**src/rtl/ring_monitor.sv**
```systemverilog
// Receive-side checker for a one-hot shift-right ring counter bus: validates one-hot, decodes phase, tracks lock.
// Latency: 1 cycle; every output is registered and reflects the sample captured on the previous edge.
// Backpressure: none; samples are qualified by in_valid and invalid cycles are transparent (pulses drop to 0).
//
// Ports:
//   in_clk, in_clr_n      clock (rising edge) and asynchronous active-low reset
//   in_valid, in_q        ring sample strobe and WIDTH-bit ring vector
//   in_err_clr            synchronous clear of o_err_cnt (wins over a same-cycle increment)
//   o_idx, o_onehot_ok    decoded phase of the last one-hot sample, one-hot status of the last sample
//   o_locked              FSM is in LOCK or SLIP
//   o_err, o_err_cnt      one-cycle sequence error pulse, saturating error count
//   o_wrap                one-cycle pulse per completed lap (good sample at index WIDTH-1 while locked)
module ring_monitor #(
  parameter int WIDTH    = 4,
  parameter int LOCK_CNT = 2,
  parameter int LOSS_CNT = 2,
  parameter int ERR_W    = 8,
  localparam int IW      = $clog2(WIDTH)
) (
  input  logic             in_clk,
  input  logic             in_clr_n,
  input  logic             in_valid,
  input  logic [WIDTH-1:0] in_q,
  input  logic             in_err_clr,
  output logic [IW-1:0]    o_idx,
  output logic             o_onehot_ok,
  output logic             o_locked,
  output logic             o_err,
  output logic [ERR_W-1:0] o_err_cnt,
  output logic             o_wrap
);

  // Counter widths sized to hold the terminal values themselves.
  localparam int GW = $clog2(LOCK_CNT + 1);
  localparam int BW = $clog2(LOSS_CNT + 1);
  localparam logic [WIDTH-1:0] ONE = WIDTH'(1);

  typedef enum logic [1:0] {HUNT, ACQ, LOCK, SLIP} state_t;

  state_t            state_q, state_d;
  logic [GW-1:0]     good_cnt_q, good_cnt_d;
  logic [BW-1:0]     bad_cnt_q, bad_cnt_d;
  logic [WIDTH-1:0]  prev_q, prev_d;
  logic              have_prev_q, have_prev_d;
  logic [IW-1:0]     idx_q, idx_d;
  logic              ok_q, ok_d;
  logic              err_q, err_d;
  logic [ERR_W-1:0]  err_cnt_q, err_cnt_d;
  logic              wrap_q, wrap_d;

  logic              oh;
  logic              good;
  logic              at_top;
  logic [IW-1:0]     idx_enc;
  logic [WIDTH-1:0]  rot_prev;
  logic [GW-1:0]     good_inc;
  logic [BW-1:0]     bad_inc;

  // Exactly one bit set: nonzero and clearing the lowest set bit leaves nothing.
  assign oh       = (in_q != '0) && ((in_q & (in_q - ONE)) == '0);
  // Shift-right ring: bit 0 wraps round to the MSB.
  assign rot_prev = {prev_q[0], prev_q[WIDTH-1:1]};
  assign good     = oh && have_prev_q && (in_q == rot_prev);
  assign at_top   = (idx_enc == IW'(WIDTH - 1));
  assign good_inc = good_cnt_q + GW'(1);
  assign bad_inc  = bad_cnt_q + BW'(1);

  // Priority encoder; its value only matters when the sample is one-hot.
  always_comb begin
    idx_enc = '0;
    for (int i = 0; i < WIDTH; i++) begin
      if (in_q[i]) idx_enc = IW'(i);
    end
  end

  always_comb begin
    state_d     = state_q;
    good_cnt_d  = good_cnt_q;
    bad_cnt_d   = bad_cnt_q;
    prev_d      = prev_q;
    have_prev_d = have_prev_q;
    idx_d       = idx_q;
    ok_d        = ok_q;
    err_d       = 1'b0;
    wrap_d      = 1'b0;

    if (in_valid) begin
      // History advances on every sample, legal or not, so the next check
      // compares against what was actually seen.
      prev_d      = in_q;
      have_prev_d = 1'b1;
      ok_d        = oh;
      if (oh) idx_d = idx_enc;

      case (state_q)
        HUNT: begin
          if (oh) begin
            state_d    = ACQ;
            good_cnt_d = '0;
          end
        end
        ACQ: begin
          if (good) begin
            good_cnt_d = good_inc;
            if (good_inc == GW'(LOCK_CNT)) begin
              state_d   = LOCK;
              bad_cnt_d = '0;
              wrap_d    = at_top;
            end
          end else if (oh) begin
            // A legal but out-of-sequence sample restarts acquisition from here.
            good_cnt_d = '0;
          end else begin
            state_d = HUNT;
          end
        end
        LOCK: begin
          if (good) begin
            wrap_d = at_top;
          end else begin
            err_d     = 1'b1;
            bad_cnt_d = BW'(1);
            state_d   = (LOSS_CNT == 1) ? HUNT : SLIP;
          end
        end
        SLIP: begin
          if (good) begin
            state_d   = LOCK;
            bad_cnt_d = '0;
            wrap_d    = at_top;
          end else begin
            err_d     = 1'b1;
            bad_cnt_d = bad_inc;
            if (bad_inc == BW'(LOSS_CNT)) state_d = HUNT;
          end
        end
        default: state_d = HUNT;
      endcase
    end

    // Clear takes priority over a coincident increment; the count saturates.
    err_cnt_d = err_cnt_q;
    if (in_err_clr) begin
      err_cnt_d = '0;
    end else if (err_d && (err_cnt_q != '1)) begin
      err_cnt_d = err_cnt_q + ERR_W'(1);
    end
  end

  always_ff @(posedge in_clk or negedge in_clr_n) begin
    if (!in_clr_n) begin
      state_q     <= HUNT;
      good_cnt_q  <= '0;
      bad_cnt_q   <= '0;
      prev_q      <= '0;
      have_prev_q <= 1'b0;
      idx_q       <= '0;
      ok_q        <= 1'b0;
      err_q       <= 1'b0;
      err_cnt_q   <= '0;
      wrap_q      <= 1'b0;
    end else begin
      state_q     <= state_d;
      good_cnt_q  <= good_cnt_d;
      bad_cnt_q   <= bad_cnt_d;
      prev_q      <= prev_d;
      have_prev_q <= have_prev_d;
      idx_q       <= idx_d;
      ok_q        <= ok_d;
      err_q       <= err_d;
      err_cnt_q   <= err_cnt_d;
      wrap_q      <= wrap_d;
    end
  end

  assign o_idx       = idx_q;
  assign o_onehot_ok = ok_q;
  assign o_locked    = (state_q == LOCK) || (state_q == SLIP);
  assign o_err       = err_q;
  assign o_err_cnt   = err_cnt_q;
  assign o_wrap      = wrap_q;

endmodule

```
**config.mk**
```make
export PLATFORM = sky130hd
export DESIGN_NAME = ring_monitor
export DESIGN_NICKNAME = d
export VERILOG_FILES = /design/src/rtl/ring_monitor.sv
export SDC_FILE = /design/constraint.sdc
export NUM_CORES = 1
export LEC_CHECK = 0
export CAP_MARGIN = 30
export CORE_MARGIN = 2
export CORE_UTILIZATION = 41
export DETAILED_ROUTE_END_ITERATION = 7
export GPL_TIMING_DRIVEN = 0
export PLACE_DENSITY = 0.66
export SLEW_MARGIN = 30
export SYNTH_ARGS = -nofsm -noshare
export SYNTH_HDL_FRONTEND = slang
export SYNTH_SLANG_ARGS = --single-unit
```
**constraint.sdc**
```tcl
create_clock -name in_clk -period 1.7 [get_ports in_clk]
set_input_delay 0.255 -clock in_clk [delete_from_list [all_inputs] [get_ports in_clk]]
set_output_delay 0.255 -clock in_clk [all_outputs]
set_load 0.005 [all_outputs]
```
==> flow_summary_export.csv <==
group,metric,value,unit
outcome,status,"finished, violations left",
outcome,violations,"negative setup slack",
clock_tree,clock_latency,0.33,ns
global_route,grt_max_degree,25,
yosys,yosys_warnings,0,
yosys,synth_flop_cell,"dfrtp_1",
floorplan,die_height,62.5,µm
drt,drt-total-wl,3170,µm
sta,max_freq,558,MHz
yosys,synth-seq-cells,24,
place,portBuffers,17,
yosys,synth.largest_area_cell,"dfrtp_1",
sta,tns,-0.122,ns
job,maxCapViolations,0,
yosys,synthTopCellsByArea,"dfrtp_1 43%, nand2_1 3.5%, buf_6 3.2%",
drt,dr.pass1.iters,4,
sta,final_max_slew_viol_count,0,
power,finalPower,0.00119,W
sta,slew_headroom,63.3,%
floorplan,core_area,3310,µm²
drt,vias,1223,
power,p_per_area,614,nW/µm²
floorplan,dieArea,3900,µm²
yosys,seq_area_frac_synth,42.9,%
drt,drc,0,
cells_and_area,area_growth,37.9,%
clock_tree,root_buffer,"clkbuf_4",
sta,setup_ws,-0.0923,ns
floorplan,rows,21,
global_route,grt_first_pass_wirelength,5240,µm
floorplan,start_util,42.3,%
sta,tightest_slew,0.551,ns
critical_path,cp.arrival,2.06,ns
cells_and_area,instances_no_fill,223,
clock_tree,cts_made_buffers,3,
critical_path,required,1.97,ns
critical_path,critPathSlowestCell,"dfrtp_2",
place,dp.cells,205,
cells_and_area,nets,189,
floorplan,io_pins,22,
sta,finalCritPeriodShare,105,%
cells_and_area,diodes,0,
hold_path,hp-class,"in2reg",
place,hpwlAfterDp,2110,µm
sta,finalCriticalPeriod,1.79,ns
clock_tree,cts.sinks,24,
clock_tree,clockBufferDepth,2,
floorplan,die_w,62.5,µm
clock_tree,htreeDepth,1,
cells_and_area,drive_above_1_share,29.4,%
critical_path,reg2reg_from,"o_err_cnt[0]",
cells_and_area,fin_util,58.4,%
critical_path,r2r_cells,6,
critical_path,path_cells,"ha_4 -> nand3_4 -> nor3_4 -> or3_4 -> or4_1 -> a21oi_1",
yosys,synth_cells,142,
critical_path,rr_endpoint,"o_err_cnt[5]",
place,placed_cell_area,1670,µm²
global_route,grt_overflow,0,
sta,setup-violations-final,3,
critical_path,r2r_setup_slack,-0.09,ns
critical_path,max_stage_delay,0.45,ns
cells_and_area,layout_commonest_cell,"dfrtp_1",
cells_and_area,layout_common_cells,"22 x dfrtp_1, 15 x clkdlybuf4s50_1, 12 x nand2_1",
hold_path,min_from,"in_q[1]",
yosys,ys_async_sr_fraction,100,%
hold_path,min_path_cells,2,
drt,antenna_left,0,
drt,wl_per_cell,14.2,µm
sta,rsz0062_at_grt,"yes",
clock_tree,cts_tree,"done",
critical_path,cp-end-kind,"register",
drt,drtIter0Drc,57,
yosys,synth_top_area_share,42.9,%
sta,hold_violations,0,
critical_path,crit_type,"reg2reg",
power,ir_worst_vdd,0.313,mV
yosys,synth.avg_cell_area,9.87,µm²
place,place_congestion,0.804,
yosys,netlist_area,1400,µm²
global_route,grt_use_total,16.6,%
global_route,first_global_vias,1160,
yosys,synth_edf_count,0,
yosys,synth.distinct_cells,46,
cells_and_area,finalInstanceArea,1930,µm²
power,power_leakage,0.805,nW
sta,fin_skew,0.00355,ns
critical_path,cp_max_fo,4,
critical_path,worst_setup_path_start_kind,"register",
yosys,synth.net_count,153,
hold_path,holdPathEnd,"prev_q[1]",
global_route,antenna_found_initial,0,
clock_tree,clk_pin_slew_worst_paths,0.14,ns
drt,via_per_inst,5.48,
-- sequential cells by signal, indices dropped and copies added (netlist names), named ones only --
name,cells
o_onehot_ok,1
o_idx,2
o_err_cnt,8
have_prev_q,1
o_wrap,1
prev_q,4
bad_cnt_q,2
state_q,1
good_cnt_q,2
o_err,1
-- layer usage --
| metal | vias up | GRT usage, % | wire length [µm] |
|---|---|---|---|
| met2 | 38 | 29.7 | 1590 |
| met5 | - | 0 | 0 |
| met3 | 5 | 3.96 | 154 |
| li1 | 575 | - | - |
| met4 | 0 | 4.17 | 36 |
| met1 | 605 | 20.0 | 1380 |
-- through the flow --
stage	hold slack, ns	setup slack, ns
detailed placement	0.287	-0.832
global placement	0.451	-0.801
floorplan	-0.0406	-0.183
finish	0.195	-0.0923
global route	0.175	-0.138
CTS	0.198	-0.0749
-- worst max path at each step --
stage,from,endpoint,cells past startpoint
after detailed placement,in_q[0],o_err_cnt[3],7
after CTS,o_err_cnt[0],o_err_cnt[5],6
final,o_err_cnt[0],o_err_cnt[5],6
after floorplan,in_q[3],o_err_cnt[3],7
after global routing,o_err_cnt[0],o_err_cnt[5],6
after global placement,in_q[0],o_err_cnt[3],7
-- report_power, final --
part,switching [W],internal (W),total (W)
combinational,0.000133,0.000113,0.000246
sequential,0.0000194,0.000604,0.000623
clock,0.000186,0.000131,0.000318
-- repair_timing --
item                                    CTS  global route
pin swaps                                 2             6
endpoints found under the hold margin    24             0
hold buffers                              1             0
endpoints found under the setup margin   17            11
gates cloned                              1             0
setup buffers                             3            10
resized for setup                        14            18
-- worst max-delay path, delay by kind of cell, from the launching register on --
| kind | cells | cell delay (ns) |
|---|---|---|
| adders and majority gates | 1 | 0.18 |
| DFF | 1 | 0.45 |
| AOI/OAI and AO/OA | 1 | 0.13 |
| and+or+nand+nor | 4 | 0.97 |
-- cells in the mapped netlist (all sizes together) (2+ instances only) --
| master | n |
|---|---|
| dfrtp | 24 |
| nand2 | 13 |
| nor2 | 10 |
| inv | 8 |
| clkbuf | 7 |
| mux2 | 7 |
| nand3 | 6 |
| a21oi | 5 |
| buf | 5 |
| o21ai | 5 |
| xnor2 | 5 |
| nor2b | 4 |
| nor3 | 4 |
| ha | 3 |
| mux2i | 2 |
| nand2b | 2 |
| nand4 | 2 |
| nor4 | 2 |
| o311ai | 2 |
| o31ai | 2 |
| o41ai | 2 |
| or2 | 2 |
| or3 | 2 |
| or4b | 2 |
-- cell families after synthesis --
family	share of synthesized area, %
xor+xnor	3.12
mux	7.32
flops	42.9
simple gates	21.7
fa+ha+maj	2.68
compound gates	14.8
buf+inv	7.50
-- area by class of cell --
| type | count | area [µm²] |
|---|---|---|
| Buffer | 11 | 93.8 |
| Clock buffer | 4 | 36.3 |
| Fill cell | 287 | 1380 |
| Inverter | 8 | 30.0 |
| Multi-Input combinational cell | 98 | 822 |
| Sequential cell | 24 | 603 |
| Tap cell | 46 | 57.6 |
| Timing Repair Buffer | 32 | 290 |
Power figures use the tool's default switching activity.
